==> src/rtl/cpu_step_ctrl_pkg.sv <==
// Shared definitions for the CPU single-step / free-run clock-enable controller.
package cpu_step_ctrl_pkg;

  typedef enum logic [2:0] {
    IDLE     = 3'd0,
    DEBOUNCE = 3'd1,
    FIRE     = 3'd2,
    HELD     = 3'd3,
    RUN      = 3'd4
  } state_t;

  localparam int DB_CYCLES_DEF = 500000;
  localparam int RUN_DIV_DEF   = 5000000;

endpackage

==> src/rtl/cpu_step_ctrl_btn_debounce.sv <==
// 2-FF synchronizer plus a stable-cycle counter; stable rises once the counter
// has run DB_CYCLES cycles since the last clr.
module btn_debounce
  import cpu_step_ctrl_pkg::*;
#(
  parameter int DB_CYCLES = DB_CYCLES_DEF
) (
  input  logic clk,
  input  logic reset,
  input  logic raw,
  input  logic clr,
  output logic s,
  output logic stable
);

  localparam int CW = $clog2(DB_CYCLES + 1);
  localparam logic [CW-1:0] CNT_LAST = CW'(DB_CYCLES - 1);

  logic          meta;
  logic [CW-1:0] cnt;

  always_ff @(posedge clk or posedge reset) begin
    if (reset) begin
      meta <= 1'b0;
      s    <= 1'b0;
      cnt  <= '0;
    end else begin
      meta <= raw;
      s    <= meta;
      if (clr)
        cnt <= '0;
      else if (cnt != CNT_LAST)
        cnt <= cnt + CW'(1);
    end
  end

  assign stable = (cnt == CNT_LAST);

endmodule

==> src/rtl/cpu_step_ctrl.sv <==
// Single-step / free-run clock-enable generator for a pipelined core.
// Optional macro STEP_AUTOREPEAT_EN adds hold-to-repeat stepping in HELD.
module cpu_step_ctrl
  import cpu_step_ctrl_pkg::*;
#(
  parameter int DB_CYCLES = DB_CYCLES_DEF,
  parameter int RUN_DIV   = RUN_DIV_DEF,
  parameter int CNT_W     = 16
) (
  input  logic             clk,
  input  logic             reset,
  input  logic             step_btn,
  input  logic             run_sw,
  input  logic             halt,
  output logic             cpu_en,
  output logic [CNT_W-1:0] cycle_cnt,
  output logic             running
);

  localparam int DIV_W = $clog2(RUN_DIV + 1);
  localparam logic [DIV_W-1:0] DIV_LAST = DIV_W'(RUN_DIV - 1);

  state_t           state, state_n;
  logic [DIV_W-1:0] div, div_n;
  logic             btn_s, run_s;
  logic             db_clr, db_stable;
  logic             run_stable_unused;

  btn_debounce #(.DB_CYCLES(DB_CYCLES)) u_btn (
    .clk    (clk),
    .reset  (reset),
    .raw    (step_btn),
    .clr    (db_clr),
    .s      (btn_s),
    .stable (db_stable)
  );

  // The run switch only needs synchronizing; its counter is held cleared.
  btn_debounce #(.DB_CYCLES(DB_CYCLES)) u_run (
    .clk    (clk),
    .reset  (reset),
    .raw    (run_sw),
    .clr    (1'b1),
    .s      (run_s),
    .stable (run_stable_unused)
  );

  always_comb begin
    state_n = state;
    div_n   = '0;
    db_clr  = 1'b1;
    cpu_en  = 1'b0;
    unique case (state)
      IDLE: begin
        if (run_s && !halt)
          state_n = RUN;
        else if (btn_s)
          state_n = DEBOUNCE;
      end
      DEBOUNCE: begin
        db_clr = 1'b0;
        if (!btn_s)
          state_n = IDLE;
        else if (db_stable)
          state_n = FIRE;
      end
      FIRE: begin
        cpu_en  = !halt;
        state_n = HELD;
      end
      HELD: begin
        // Any high sample restarts the release count.
        db_clr = btn_s;
        if (!btn_s && db_stable)
          state_n = IDLE;
`ifdef STEP_AUTOREPEAT_EN
        if (btn_s) begin
          div_n  = (div == DIV_LAST) ? '0 : div + DIV_W'(1);
          cpu_en = (div == DIV_LAST) && !halt;
        end
`endif
      end
      RUN: begin
        if (!run_s || halt) begin
          state_n = IDLE;
        end else begin
          div_n  = (div == DIV_LAST) ? '0 : div + DIV_W'(1);
          cpu_en = (div == DIV_LAST);
        end
      end
      default: state_n = IDLE;
    endcase
  end

  always_ff @(posedge clk or posedge reset) begin
    if (reset) begin
      state     <= IDLE;
      div       <= '0;
      cycle_cnt <= '0;
    end else begin
      state <= state_n;
      div   <= div_n;
      if (cpu_en)
        cycle_cnt <= cycle_cnt + CNT_W'(1);
    end
  end

  assign running = (state == RUN);

endmodule

==> config.mk <==
export PLATFORM = sky130hd
export DESIGN_NAME = cpu_step_ctrl
export DESIGN_NICKNAME = d
export VERILOG_FILES = /design/src/rtl/cpu_step_ctrl_pkg.sv /design/src/rtl/cpu_step_ctrl_btn_debounce.sv /design/src/rtl/cpu_step_ctrl.sv
export SDC_FILE = /design/constraint.sdc
export NUM_CORES = 1
export LEC_CHECK = 0
export CORE_ASPECT_RATIO = 0.75
export CORE_MARGIN = 2
export CORE_UTILIZATION = 50
export CTS_CLUSTER_DIAMETER = 40
export DETAILED_ROUTE_END_ITERATION = 16
export GPL_TIMING_DRIVEN = 0
export PLACE_DENSITY = 0.76
export SYNTH_ARGS = -nofsm -noshare
export SYNTH_HDL_FRONTEND = slang
export SYNTH_SLANG_ARGS = --single-unit
==> constraint.sdc <==
create_clock -name clk -period 2.6 [get_ports clk]
set_input_delay 0.26 -clock clk [delete_from_list [all_inputs] [get_ports clk]]
set_output_delay 0.26 -clock clk [all_outputs]
set_load 0.05 [all_outputs]
==> flow_summary.toml <==
[outcome]
status = "complete, no violations"

[worst_setup_path]
cp-end-kind = "output pin"
required_ns = 2.34
arrival_ns = 2.19
path_class = "flop to output pin"
reg2reg_slack_ns = 0.43
cpPeakStageDelay_ns = 0.55
startpoint_type = "flop"
crit_chain = "ha_4 -> nand2_2 -> or4_4 -> nor3_4 -> nor2_2 -> inv_1 -> clkbuf_4"
crit_fanout = 4
regToRegEndpoint = "u_btn.cnt[0]$_DFFE_PP0P_"
cp_slowest_cell = "or4_4"
r2r_start = "u_btn.cnt[6]$_DFFE_PP0P_"
rr_worst_depth = 5

[timing]
period_share = 0.943
worst_slack_ns = 0.148
hold-worst-slack_ns = 0.358
timing.slew.headroom = 0.459
drv_slew = 0
min_period_ns = 2.45
hold_viol = 0
tightest_slew_ns = 0.806
rsz0062_at_grt = "false"
fmax_mhz = 408
setup_viol = 0
fin_skew_ns = 0.00937

[placed_design]
port_buffers = 22
placed_area_um2 = 3510
dpl.hpwl_um = 4270
dpl_worst_slack_ns = -0.481
gp_congestion = 0.798

[finish]
drive_gt1_frac = 0.149
fillers = 524
synthToLayoutAreaGrowth_pct = 18.6
multi_input_area_um2 = 1490
regArea_um2 = 1630
nets = 346
post-route-util = 0.604
antenna_cells = 0
fin_area_um2 = 3760

[drt]
dr.pass1.iters = 4
vias_per_cell = 5.32
wl_per_cell_um = 14.3
routed_wl_um = 6080
ant_nets = 0
drt_iter0_markers = 88
drc = 0
num_vias = 2256

[global_route]
use_met3 = 0.0764
grt_pass1_wl_um = 10600
use_met1 = 0.279
grt_pass1_vias = 2238
busiest_layer = "met2"
antenna_found_initial = 0
grt_max_degree = 39
grt_overflow = 0
grt.total_usage = 0.201
use_met2 = 0.297

[power]
p_leak_nw = 1.59
clock_power_share = 0.472
sw_frac_of_total = 0.210
p_seq_frac = 0.500
p_sw_w = 0.000431
vdd_drop_max_uv = 363
cellInternalPower_w = 0.00163
power.density_nw_per_um2 = 547
comb_power_share = 0.028

[synth]
async_flop_share = 1.00
synth-edff-count = 0
synth_compound_area_frac = 0.0616
synthTopCellsByArea = "dfrtp_1 51%, xor2_1 7.2%, xnor2_1 6.9%, nor2_1 5.9%, nand3_1 3.2%"
syn_area_per_cell_um2 = 10.5
synthCells = 303
synth-simple-area-share = 0.246
synth_top_area_share = 0.513
yosys-top-cells-count = "65 x dfrtp_1, 50 x nor2_1, 26 x xor2_1"
yosysTopAreaCell = "dfrtp_1"
synthesis.nets = 311
synthDistinctLibCells = 47
synth_top_family_by_area = "simple AND/OR/NAND/NOR gates"
synthesis.area_um2 = 3170
synth_ff_type = "dfrtp_1"
synth_adder_area_share = 0.0118
yosysWarnings = 0
synth_seq_cells = 65
yosysSeqAreaShare = 0.513
synth.most_common_cell = "dfrtp_1"
synthMuxAreaShare = 0.00671
synthXorXnorAreaFrac = 0.141

[die]
num_rows = 25
ioPinCount = 23
dieWidth_um = 95.9
initial_utilization = 0.509
core-area_um2 = 6220
dieArea_um2 = 7000
die_h_um = 73.0

[min_path]
hold_depth = 1
holdCritStartpoint = "run_sw"
worstHoldPathType = "primary input to flop"
hold_end = "u_run.meta$_DFF_PP0_"

[clock_network]
numCtsBuffers = 9
clkLatencyLatePin_ns = 0.34
cts_tree = "built"
cts.htree.levels = 3
clk_path_buf_depth = 2
path_clk_slew_ns = 0.07
clockRootBuffer = "clkbuf_8"
cts_num_sinks = 65

[job]
maxCapViolCount = 0
power groups by stage:
stage          clock network [W]  registers [W]  logic [W]
2_1_floorplan                  0        0.00104  0.0000370
3_3_place_gp                   0        0.00105  0.0000546
3_5_place_dp                   0        0.00105  0.0000594
4_1_cts                 0.000999        0.00103  0.0000598
5_1_grt                  0.00105        0.00103  0.0000668
6_report                0.000971        0.00103  0.0000576
how the worst max path moves through the flow:
stage | from | endpoint | depth (start not counted)
floorplan | div[0]$_DFF_PP0_ | cpu_en | 6
global placement | halt | cpu_en | 7
detailed placement | halt | cpu_en | 7
CTS | div[0]$_DFF_PP0_ | cpu_en | 7
global route | div[1]$_DFF_PP0_ | cpu_en | 7
finish | div[1]$_DFF_PP0_ | cpu_en | 7
final cells by class:
class                           instances  share of cell area
Clock buffer                           11              0.0403
Sequential cell                        65               0.433
Tap cell                               81              0.0270
Timing Repair Buffer                   24              0.0652
Buffer                                  7              0.0120
Inverter                                5             0.00499
Clock inverter                          5              0.0206
Multi-Input combinational cell        226               0.397
cell families (layout without fill, tap and decap cells):
kind of cell,Yosys count,count (layout)
AO/OA/AOI/OAI,24,24
XOR/XNOR,51,51
adder cells (fa/ha/maj),3,3
buffers and inverters,12,52
flip-flops,65,65
multiplexers,2,2
AND/OR/NAND/NOR,146,146
registers in the layout, indices dropped and copies added, names as in the netlist:
signal / flops
cycle_cnt: 16
div: 23
state: 3
u_btn.cnt: 19
u_btn.meta: 1
u_btn.s: 1
u_run.meta: 1
u_run.s: 1
worst max-delay path: cells and delay by family (launching register included):
family | cells | cell delay [ns]
flip-flops | 1 | 0.43
AND/OR/NAND/NOR | 4 | 0.94
adder cells (fa/ha/maj) | 1 | 0.19
buffers and inverters | 2 | 0.30
through the flow:
| stage | setup TNS, ns | instances | power, W |
|---|---|---|---|
| 6_report | 0 | 424 | 0.00206 |
| 5_1_grt | 0 | 424 | 0.00215 |
| 3_3_place_gp | -24.18 | 406 | 0.00110 |
| 2_1_floorplan | 0 | 303 | 0.00108 |
| 3_5_place_dp | -0.481 | 407 | 0.00111 |
| 4_1_cts | 0 | 424 | 0.00209 |
what timing repair did:
item	CTS	global route
gates resized for setup	6	3
setup buffers	1	0
hold buffers	0	0
setup endpoints to repair	1	1
pin swaps	1	0
layer usage:
metal	vias to the layer above	routed length, um
li1	1123	-
met3	12	234
met1	1088	3050
met2	33	2680
met4	0	119
met5	-	0
cell usage in the layout, fill, tap and decap left out, types with 5 or more instances in the layout:
| cell type | instances |
|---|---|
| clkdlybuf4s50_1 | 21 |
| and3_1 | 11 |
| xnor2_1 | 25 |
| o211ai_2 | 5 |
| clkbuf_8 | 11 |
| xor2_1 | 26 |
| o21ai_2 | 5 |
| nand3_1 | 20 |
| nand2_1 | 21 |
| nand4_1 | 11 |
| dfrtp_1 | 64 |
| nor2_1 | 50 |
Note: power is estimated with default switching activity, not from simulation.
